--- src/rtl/id_ex_stage.sv ---
// ID/EX pipeline register with load-use hazard detection and a saturating bubble counter.
// Control is cleared on a bubble or an invalid ID slot; flush takes priority over stall.
module id_ex_stage #(
  parameter int unsigned CntWidth = 16
) (
  input  logic        clk_i,
  input  logic        rst_i,
  input  logic        id_valid_i,
  input  logic        flush_i,
  input  logic [5:0]  AluOp_i,
  input  logic        AluSrc_i,
  input  logic        RegDst_i,
  input  logic        MemRead_i,
  input  logic        MemWrite_i,
  input  logic        Branch_i,
  input  logic        RegWrite_i,
  input  logic        MemToReg_i,
  input  logic [31:0] pc_plus4_i,
  input  logic [31:0] rs_data_i,
  input  logic [31:0] rt_data_i,
  input  logic [31:0] imm_sext_i,
  input  logic [4:0]  rs_addr_i,
  input  logic [4:0]  rt_addr_i,
  input  logic [4:0]  rd_addr_i,
  input  logic [5:0]  funct_i,
  output logic [5:0]  AluOp_o,
  output logic        AluSrc_o,
  output logic        MemRead_o,
  output logic        MemWrite_o,
  output logic        Branch_o,
  output logic        RegWrite_o,
  output logic        MemToReg_o,
  output logic [31:0] pc_plus4_o,
  output logic [31:0] rs_data_o,
  output logic [31:0] rt_data_o,
  output logic [31:0] imm_sext_o,
  output logic [4:0]  rs_addr_o,
  output logic [4:0]  rt_addr_o,
  output logic [4:0]  wr_addr_o,
  output logic [5:0]  funct_o,
  output logic        valid_o,
  output logic        stall_o,
  output logic [15:0] stall_cnt_o
);

  logic                uses_rt;
  logic                rt_hit;
  logic [CntWidth-1:0] cnt_q;

  // Immediate-form instructions (ADDI, ORI, SLTIU, LW) never read rt.
  assign uses_rt = RegDst_i | MemWrite_i | Branch_i;
  assign rt_hit  = (rt_addr_o == rs_addr_i) | (uses_rt & (rt_addr_o == rt_addr_i));

  always_comb begin
    stall_o = id_valid_i & valid_o & MemRead_o & (rt_addr_o != 5'd0) & rt_hit & ~flush_i;
  end

  assign stall_cnt_o = 16'(cnt_q);

  always_ff @(posedge clk_i or negedge rst_i) begin
    if (!rst_i) begin
      AluOp_o    <= '0;
      AluSrc_o   <= 1'b0;
      MemRead_o  <= 1'b0;
      MemWrite_o <= 1'b0;
      Branch_o   <= 1'b0;
      RegWrite_o <= 1'b0;
      MemToReg_o <= 1'b0;
      pc_plus4_o <= '0;
      rs_data_o  <= '0;
      rt_data_o  <= '0;
      imm_sext_o <= '0;
      rs_addr_o  <= '0;
      rt_addr_o  <= '0;
      wr_addr_o  <= '0;
      funct_o    <= '0;
      valid_o    <= 1'b0;
    end else if (flush_i || stall_o) begin
      AluOp_o    <= '0;
      AluSrc_o   <= 1'b0;
      MemRead_o  <= 1'b0;
      MemWrite_o <= 1'b0;
      Branch_o   <= 1'b0;
      RegWrite_o <= 1'b0;
      MemToReg_o <= 1'b0;
      pc_plus4_o <= '0;
      rs_data_o  <= '0;
      rt_data_o  <= '0;
      imm_sext_o <= '0;
      rs_addr_o  <= '0;
      rt_addr_o  <= '0;
      wr_addr_o  <= '0;
      funct_o    <= '0;
      valid_o    <= 1'b0;
    end else begin
      // An empty ID slot must not carry side-effecting control into EX.
      AluOp_o    <= id_valid_i ? AluOp_i : 6'd0;
      AluSrc_o   <= id_valid_i & AluSrc_i;
      MemRead_o  <= id_valid_i & MemRead_i;
      MemWrite_o <= id_valid_i & MemWrite_i;
      Branch_o   <= id_valid_i & Branch_i;
      RegWrite_o <= id_valid_i & RegWrite_i;
      MemToReg_o <= id_valid_i & MemToReg_i;
      pc_plus4_o <= pc_plus4_i;
      rs_data_o  <= rs_data_i;
      rt_data_o  <= rt_data_i;
      imm_sext_o <= imm_sext_i;
      rs_addr_o  <= rs_addr_i;
      rt_addr_o  <= rt_addr_i;
      wr_addr_o  <= RegDst_i ? rd_addr_i : rt_addr_i;
      funct_o    <= funct_i;
      valid_o    <= id_valid_i;
    end
  end

  always_ff @(posedge clk_i or negedge rst_i) begin
    if (!rst_i) begin
      cnt_q <= '0;
    end else if (stall_o && (cnt_q != '1)) begin
      cnt_q <= cnt_q + CntWidth'(1);
    end
  end

endmodule
--- config.mk ---
export PLATFORM = sky130hd
export DESIGN_NAME = id_ex_stage
export DESIGN_NICKNAME = d
export VERILOG_FILES = /design/src/rtl/id_ex_stage.sv
export SDC_FILE = /design/constraint.sdc
export NUM_CORES = 1
export LEC_CHECK = 0
export BUFFER_PORTS_ARGS = -buffer_cell sky130_fd_sc_hd__clkbuf_2
export CORE_AREA = 2 2 136 138
export CTS_CLUSTER_DIAMETER = 150
export DETAILED_ROUTE_END_ITERATION = 10
export DIE_AREA = 0 0 138 140
export MAX_ROUTING_LAYER = met4
export PLACE_DENSITY = 0.7
export SKIP_CTS_REPAIR_TIMING = 1
export SLEW_MARGIN = 25
export SYNTH_ARGS = -nofsm -noshare
export SYNTH_HDL_FRONTEND = slang
export SYNTH_SLANG_ARGS = --single-unit
--- constraint.sdc ---
create_clock -name clk_i -period 2 [get_ports clk_i]
set_input_delay 0.2 -clock clk_i [delete_from_list [all_inputs] [get_ports clk_i]]
set_output_delay 0.2 -clock clk_i [all_outputs]
set_load 0.01 [all_outputs]
==> results.py <==
metrics = {
    "placed_design": {
        "dp_hpwl_um": 12300,
        "dpl-instance-area_sq_um": 8300,
        "dp_slack_ns": 0.185,
        "port_buffers": 344,
        "gp_congestion": 0.823,
    },
    "min_path": {
        "hp-class": "input pin to register",
        "hold_depth": 2,
    },
    "sta": {
        "fin_skew_ns": 0.0115,
        "period_needed_ns": 2.01,
        "fin_crit_sh_pct": 101,
        "rsz0062_at_grt": "true",
        "hold_ws_ns": -0.00320,
        "hold_violations": 1,
        "timing.fmax_mhz": 497,
        "drv_slew": 0,
        "setup_tns_ns": -0.0139,
        "worst_slack_ns": -0.0139,
        "setup_viol": 1,
        "max_slew.worst_pin.slew_ns": 0.586,
        "max-slew-margin-rel_pct": 60.9,
    },
    "cts": {
        "numCtsBuffers": 17,
        "ctsRootBufferMaster": "clkbuf_16",
        "clock_latency_ns": 0.42,
        "clock_path_buffers": 2,
        "path_clk_slew_ns": 0.07,
        "cts.sinks": 178,
        "cts_tree": "built",
        "h-tree-depth": 4,
    },
    "drt": {
        "viasPerCell": 4.34,
        "routed_wl_um": 17600,
        "drt-wirelength-per-cell_um": 15.2,
        "drtPass1Iterations": 4,
        "vias": 5031,
        "detail_route.iter0.violations": 197,
        "drcViolationCount": 0,
        "antenna_left": 0,
    },
    "worst_setup_path": {
        "crit_type": "register to output port",
        "crit_fanout": 4,
        "crit_path_start_kind": "register",
        "crit_required_ns": 1.80,
        "arrival_ns": 1.81,
        "endpoint_kind": "output port",
        "rr_worst_depth": 9,
    },
    "final_layout": {
        "drive_gt1_share_pct": 44.7,
        "nFillCells": 1488,
        "regArea_sq_um": 4460,
        "design_area_sq_um": 10000,
        "area_delta_synth_final_pct": 61.4,
        "antennaDiodeCount": 0,
        "multi_input_area_sq_um": 1680,
        "final_nets": 1085,
    },
    "floorplanning": {
        "die_width_um": 138,
        "start_util_pct": 35.0,
        "core_sq_um": 17800,
        "die_y_um": 140,
        "io_pins": 345,
        "rows": 49,
        "die_area_sq_um": 19300,
    },
    "logic_synthesis": {
        "synth_area_leader_cell": "dfrtp_1",
        "syn_nets": 615,
        "postSynthCellCount": 448,
        "synth.most_common_cell": "dfrtp_1",
        "yosysWarnings": 0,
        "synth_cell_type_count": 28,
        "synth_top_cell_area_share_pct": 71.6,
        "syn_avg_cell_area_sq_um": 13.9,
        "synth_flop_cell": "dfrtp_1",
        "synth_seq_area_share_pct": 71.6,
        "synth_area_sq_um": 6220,
        "synth_edf_count": 0,
        "synth_area_leaders": "dfrtp_1, and2_1, xnor2_1",
        "synthTopCellsByCount": "dfrtp_1, and2_1, xnor2_1",
        "async_flop_share_pct": 100,
        "ys_seq_elements": 178,
    },
    "outcome": {
        "status": "finished, violations left",
        "violations": "hold timing, setup timing",
    },
    "global_routing": {
        "antenna_found_initial": 0,
        "grt_pass1_wl_um": 25200,
        "grt_pass1_vias": 4697,
        "grt_max_degree": 104,
        "gr-total-overflow": 0,
        "grtUsageTotal_pct": 17.2,
    },
    "run": {
        "cap_violations": 0,
    },
    "power_and_ir_drop": {
        "p_leak_nw": 5.31,
        "p_per_area_nw_per_um2": 808,
        "peakVddDrop_v": 0.000580,
        "finalPower_mw": 8.11,
    },
}
power by group:
group / switching, mW / internal, mW
sequential: 0.0566 / 3.76
clock: 1.53 / 1.82
combinational: 0.440 / 0.502
total: 2.03 / 6.08
flip-flops by register name, summed over array words and instances (netlist names):
name and flops:
imm_sext_o 32, AluSrc_o 1, pc_plus4_o 32, MemToReg_o 1
AluOp_o 6, rt_data_o 32, RegWrite_o 1, MemRead_o 1
Branch_o 1, rs_data_o 32, rs_addr_o 5, wr_addr_o 5
rt_addr_o 5, funct_o 6, MemWrite_o 1, valid_o 1
stall_cnt_o 16
cells by family (layout without fill, tap and decap cells):
logic type / count (synthesis) / count (layout) / synth area share, %
AOI/OAI and AO/OA: 6 / 6 / 1.33
xor gates and xnor gates: 24 / 24 / 3.38
muxes: 7 / 7 / 1.17
DFF: 178 / 178 / 71.6
buffers and inverters: 22 / 505 / 1.77
adders and majority gates: 1 / 1 / 0.201
and+or+nand+nor: 210 / 210 / 20.5
final timing paths:
| check | startpoint | to | slack [ns] |
|---|---|---|---|
| worst max-delay path | rt_addr_o[0] | stall_o | -0.01 |
| worst min-delay path | imm_sext_i[23] | imm_sext_o[23] | -0.003 |
| worst max register to register | rt_addr_o[0] | stall_cnt_o[15] | 0.13 |
| worst min register to register | stall_cnt_o[15] | stall_cnt_o[15] | 0.49 |
| max in group asynchronous | rst_i | pc_plus4_o[3] | 1.00 |
| min in group asynchronous | rst_i | rt_data_o[17] | 0.34 |
worst max-delay path, stage by stage, from the launching register on:
cell and delay (ns):
dfrtp_2 0.45, xnor2_2 0.15, nand4_1 0.16, o22ai_4 0.27, buf_6 0.14, and2_4 0.13, buf_6 0.09
placed cells by master, fill, tap and decap left out, types with 2 or more instances in the layout:
cell type,netlist,final
mux2_2,2,2
clkbuf_16,0,17
dfrtp_2,0,3
nand3_1,11,11
nand4_1,8,8
dfrtp_1,178,175
xnor2_1,24,21
inv_1,2,2
nand2_1,8,8
mux2i_1,5,5
nor2_1,6,6
buf_12,0,4
clkinv_4,0,2
a21oi_4,2,2
xnor2_2,0,3
clkinvlp_4,0,3
dlygate4sd3_1,0,101
clkbuf_2,9,342
nor3_1,3,2
buf_4,0,21
inv_8,0,5
and3_1,14,14
and2_1,148,147
clkinv_8,0,2
nor2b_1,5,5
buf_6,2,3
and4_1,3,3
metrics by stage:
step	util [%]	instances
2_1_floorplan	-	448
3_3_place_gp	46.7	1017
3_5_place_dp	46.7	1017
4_1_cts	50.1	1049
5_1_grt	56.4	1160
6_report	56.4	1160
layout make-up:
cell class,count,share of cell area (%)
Multi-Input combinational cell,248,16.8
Clock inverter,14,1.67
Tap cell,229,2.86
Clock buffer,18,4.38
Sequential cell,178,44.4
Inverter,2,0.0748
Timing Repair Buffer,471,29.8
routing by layer:
layer | track usage, % | wire (um) | vias to the layer above
met1 | 20.2 | 6910 | 2399
met2 | 27.6 | 8920 | 236
met3 | 6.12 | 1300 | 35
met4 | 5.96 | 494 | 0
li1 | - | - | 2361
met5 | - | 0 | -
Note: power is estimated with default switching activity, not from simulation.
